[config.mk]
export PLATFORM = sky130hd
export DESIGN_NAME = serial_subtractor
export DESIGN_NICKNAME = d
export VERILOG_FILES = /design/src/rtl/serial_subtractor.sv
export SDC_FILE = /design/constraint.sdc
export NUM_CORES = 1
export LEC_CHECK = 0
export CAP_MARGIN = 20
export CORE_MARGIN = 2
export CORE_UTILIZATION = 42
export DETAILED_ROUTE_END_ITERATION = 16
export PLACE_DENSITY = 0.78
export RECOVER_POWER = 50
export SLEW_MARGIN = 0
export SYNTH_ARGS = -nofsm -noshare
export SYNTH_HDL_FRONTEND = slang
export SYNTH_SLANG_ARGS = --single-unit
export TNS_END_PERCENT = 10
[constraint.sdc]
create_clock -name clk -period 1.2 [get_ports clk]
set_input_delay 0.18 -clock clk [delete_from_list [all_inputs] [get_ports clk]]
set_output_delay 0.18 -clock clk [all_outputs]
set_load 0.05 [all_outputs]
[src/rtl/serial_subtractor.sv]
// serial_subtractor: bit-serial unsigned a-b, one bit per clock, LSB first
module serial_subtractor #(
    parameter int WIDTH = 4
) (
    input  logic             clk,
    input  logic             reset,
    input  logic             start,
    input  logic [WIDTH-1:0] a,
    input  logic [WIDTH-1:0] b,
    output logic             busy,
    output logic             done,
    output logic [WIDTH-1:0] diff,
    output logic             bout,
    output logic             zero
);
    localparam int CW = $clog2(WIDTH + 1);

    typedef enum logic [1:0] {IDLE, RUN, DONE} state_t;

    state_t           state, state_nx;
    logic [WIDTH-1:0] a_sr, b_sr, d_sr;
    logic [CW-1:0]    cnt;
    logic             br, br_nx, d, last, zero_r;

    always_comb begin
        d        = a_sr[0] ^ b_sr[0] ^ br;
        br_nx    = (~a_sr[0] & b_sr[0]) | (~(a_sr[0] ^ b_sr[0]) & br);
        last     = cnt == CW'(WIDTH - 1);
        state_nx = (state == IDLE) ? (start ? RUN : IDLE) :
                   (state == RUN)  ? (last ? DONE : RUN) : IDLE;
        busy     = state == RUN;
        done     = state == DONE;
    end

    always_ff @(posedge clk) begin
        if (reset) state <= IDLE;
        else       state <= state_nx;
    end

    always_ff @(posedge clk) begin
        if (reset) begin
            a_sr   <= '0;
            b_sr   <= '0;
            d_sr   <= '0;
            br     <= 1'b0;
            cnt    <= '0;
            zero_r <= 1'b0;
        end else if (state == IDLE && start) begin
            a_sr   <= a;
            b_sr   <= b;
            br     <= 1'b0;
            cnt    <= '0;
            zero_r <= 1'b0;
        end else if (state == RUN) begin
            a_sr <= a_sr >> 1;
            b_sr <= b_sr >> 1;
            d_sr <= {d, d_sr[WIDTH-1:1]};
            br   <= br_nx;
            cnt  <= cnt + 1'b1;
            // zero is latched once so it stays valid while diff is held
            if (last) zero_r <= ({d, d_sr[WIDTH-1:1]} == '0);
        end
    end

    assign diff = d_sr;
    assign bout = br;
    assign zero = zero_r;
endmodule

Word level (Yosys, flattened, before mapping):

Cells that the tools add are included.

* register bits after elaboration: 19
* bits of input ports: 11
* logic and storage cells: 34

* add/subtract/negate cells: 1
* equality and inequality tests: 3
* multiplexer cells: 8
* bitwise logic cells: 8
* reductions and logical operators: 7

Operators with widths (number)
* 4-bit 2-to-1 mux: 4
* 2-bit 2-to-1 mux: 3
* 4-bit logical NOT: 1
* 2-bit AND reduction: 2
* 3-bit by 1-bit adder with 3-bit output, second input constant: 1
* 3-bit by 2-bit == test with 1-bit output, second input constant: 1
* 1-bit inverter: 3
* 1-bit AND: 2
* 2-bit by 1-bit == test with 1-bit output, second input constant: 1
* 2-bit == test, second input constant: 1
* 2-bit logical NOT: 1
* 2-bit nonzero test: 1
* 2-bit OR reduction: 1
* 1-bit bitwise XOR: 2
* 1-bit logical AND: 1
* 1-bit 2-to-1 mux: 1
* 1-bit OR: 1

Longest topological paths before layout:

Gate-level depths: netlist of the first run.

* depth in word-level cells: 4
* gate-level depth with buffers: 6
* gate-level depth less buffers: 5

Worst setup path before layout of the first run:

No wires, ideal clock.

* path kind: register to register
* start: reg br (netlist: bout)
* end: reg zero_r (netlist: zero)
* setup time: 0.070 ns
* arrival time: 1.563 ns
* slack: -0.433 ns
* cell stages (with the launch flop): 6
* path through: dfxtp_1 -> inv_1 -> fa_1 -> nor4_1 -> nand3_1 -> a21oi_1

* word-level cells in the longest chain between the ends: 2

Ends and longest elaborated chain
* start, declared: line 23 `logic br, br_nx, d, last, zero_r;`
* start signal, assigned: line 58 `br <= br_nx;`
* 1-bit bitwise XOR: line 26 `d = a_sr[0] ^ b_sr[0] ^ br;`
* via d: line 23
* 4-bit logical NOT: line 61 `if (last) zero_r <= ({d, d_sr[WIDTH-1:1]} == '0);`
* end signal, assigned: line 61
* end, declared: line 23

The timed path passes the listed nets, and every way through them passes these cells.
A chain may end at the register's enable or synchronous reset.

Final worst setup path of the first run:

* start: reg b_sr[0]
* end: reg zero_r (netlist: zero)

* word-level cells in the longest chain between the ends: 3

Ends and longest elaborated chain
* start, declared: line 21 `logic [WIDTH-1:0] a_sr, b_sr, d_sr;`
* start signal, assigned: line 56 `b_sr <= b_sr >> 1;`
* 1-bit bitwise XOR (2 in series): line 26
* via d: line 23
* 4-bit logical NOT: line 61

The timed path passes the listed nets, and every way through them passes these cells.

==> results of run 1 <==
[cell usage after synthesis, drive strengths merged, types with 2 or more instances]
| master | count |
|---|---|
| nand2b | 2 |
| nand2 | 11 |
| nor3b | 2 |
| nor2 | 12 |
| dfxtp | 19 |
| inv | 6 |
| a21oi | 6 |
| a22oi | 2 |
| buf | 2 |
| ha | 2 |
| a211oi | 7 |
| o22ai | 6 |
[what timing repair did]
action | in CTS | in global routing
hold buffers | 0 | 0
resized for setup | 7 | 1
setup endpoints to repair | 9 | 5
[area by class of cell]
cell class              count  share of cell area [%]
flip-flops and latches     19                    33.8
well taps                  25                    2.72
inverters                   6                    2.17
clock buffers               4                    2.28
multi-input cells          60                    34.5
repair buffers             25                    24.6
[kinds of logic (layout without fill, tap and decap cells)]
family,after synthesis,count (layout),synth area share (%)
AOI/OAI and AO/OA,25,25,21.7
xor gates and xnor gates,1,1,1.08
adders and majority gates,3,3,5.55
buffers and inverters,9,35,5.85
DFF,19,19,46.8
and+or+nand+nor,31,31,19.0
[layer usage]
metal	global-route usage [%]	vias to the layer above	share of wire (%)	routed length, microns
li1	-	363	-	-
met3	4.53	7	1.7	32
met1	22.9	353	43	813
met2	33.1	10	51	975
met5	0	-	0	0
met4	16.2	0	4.2	80
[worst reg2reg max path, stage by stage (launching register included)]
cell	delay, ns
dfxtp_2	0.34
inv_2	0.04
fa_1	0.48
nor4_2	0.19
nand3_1	0.11
a21oi_1	0.14
[per-stage QoR]
step / util, % / total power, mW
4_1_cts: 66.7 / 1.33
3_5_place_dp: 64.5 / 0.990
3_3_place_gp: 64.5 / 0.978
2_1_floorplan: - / 0.872
5_1_grt: 65.2 / 1.38
6_report: 65.2 / 1.32
[power by group through the flow]
stage / Clock (mW) / Combinational, mW / Sequential (mW)
floorplan: 0 / 0.152 / 0.720
global placement: 0 / 0.268 / 0.711
detailed placement: 0 / 0.278 / 0.713
CTS: 0.341 / 0.284 / 0.703
global route: 0.363 / 0.310 / 0.708
finish: 0.332 / 0.287 / 0.703
[state kept, by name, summed over array words and instances (netlist names)]
signal / cells
b_sr: 4
a_sr: 4
diff: 4
state: 2
zero: 1
cnt: 3
bout: 1
[path summary, 6_finish.rpt]
kind                              start      end  cells after the start
worst min register to register  diff[0]  diff[0]                      2
worst max register to register  b_sr[0]     zero                      5
worst max-delay path            b_sr[0]     zero                      5
worst min-delay path            diff[0]  diff[0]                      2
==> metrics.txt, run 1 <==
dpl ws=-0.212 ns; initial drt markers=13; antenna violation net count after detailed routing=0; post-synthesis sequential area ratio=a little under half; CTS Sinks=19; clk_skew=roughly 0.0038 ns; setup slack after layout=-0.171 ns; first-pass iteration count of the detailed router=4; RSZ-0062 raised after global routing=true; grt ovf=0; placed instance count=about 140; Layout area overhead=41.8%; flops & latches, synth=19; Pleak=approximately 0.43 nW; CP Buf/Inv Count=1; final setup fails=3; worst hold slack=~0.46 ns; Crit path max-delay family=adder cells; Tcrit/Tclk final=114%; CTS Buf Count=3; R2R setup slack=-0.17 ns; Post-CTS Setup Bufs=0; clock root buffer master=clkbuf_4; critical path launch point type=flop; Max-slew headroom=81.5%; cells after synthesis=between 80 and 90; final wirelength=1900 microns; commonest cells after routing, fill and taps aside=dfxtp_1 (14), nor2_1 (11), nand2_1 (11); Die Area=around 2300 sq um; Max-Cap Viols=0; Tmin final=1.37 ns; clock share of power=~25%; number of flops mapped to enable cells by yosys=0; area leader, netlist=dfxtp_1; syn avg cell area=slightly above 9 sq um; Cell Area, Placed=about 1100 sq um; kind of critical path=reg -> reg; Vias/cell=around 5.3; Net Sw Power=roughly 380 uW; H-tree Lvls=1; Pint=941 uW; share of cells above drive strength 1=a little under a third; share of synthesized registers carrying an async set or reset=0%; syn_nets=between 100 and 150; Nets=~130; vias in the first global route=about 720; crit path cell chain=inv_2, fa_1, nor4_2, nand3_1, a21oi_1; Peak VDD IR=0.000670 V; GPL Wtd Cong=0.774; share of the synthesized area in the top cell type=46.8%; mapped cell area=slightly above 800 sq um; IO Port Bufs=18; clock latency on the worst-skew pair=0.30 ns; Worst Max-Slew Pin Slew=0.279 ns; Initial Util=a little under half; dominant synthesized flop cell=dfxtp_1; final antenna diode count=0; critical path fanouts, max=2; die width=~48 microns; hold violation count in the final report=0; combinational power share=between 20% and 30%; DRC viols=0; Max Fclk=about 730 MHz; antenna violations before repair=0; first-pass GRT wire length=about 3000 microns; FILL cells=approximately 150; # IOs=19; post-synth cell types=29; max incr delay on CP=0.48 ns; clock buffer depth=2; switching part of the total=between 20% and 30%; FP Rows=15; CTS tree=done; GRT Overall Usage=between 20 and 25%; crit path DAT=around 1.6 ns; Core Region=around 1800 sq um; Ys Warns=0; register area=a little under 400 sq um; Hold WC Path Type=reg -> reg; largest net degree at the start of global routing=15; Layout Cell Area excl Fill=between 1000 and 1500 sq um; Vias=between 700 and 800; Detail Placement HPWL=1380 microns; violated checks=negative setup slack; die height=~48 microns; Seq pwr share=between 50% and 60%; Critical-path top delay cell=fa_1; post-route insts no fill=roughly 140; total negative slack=-0.371 ns; clk slew on worst S/H paths=around 0.11 ns; Routed WL per cell=13.7 microns; CP required=between 1 and 1.5 ns; most common cell after layout, fill and taps aside=dfxtp_1; status=finished with violations; Setup crit end kind=flop; final slew viol count=0; Pwr Density=between 1000 and 1500 nW/um^2; synth top area cells=dfxtp_1 (47%), nor2_1 (5.5%), nand2_1 (5.1%); multi-input logic area=between 300 and 400 sq um
Note: power is estimated with default switching activity, not from simulation.
==> run 2: changes to the inputs <==
CAP_MARGIN = 0   (was 20)
==> results of run 2 <==
No change in the layout: final DEF, timing and power equal those of run 1.
==> run 3: changes to the inputs <==
CAP_MARGIN = 20   (was 0)
GPL_TIMING_DRIVEN = 1   (was unset)
==> results of run 3 <==
No change in the layout: final DEF, timing and power equal those of run 1.
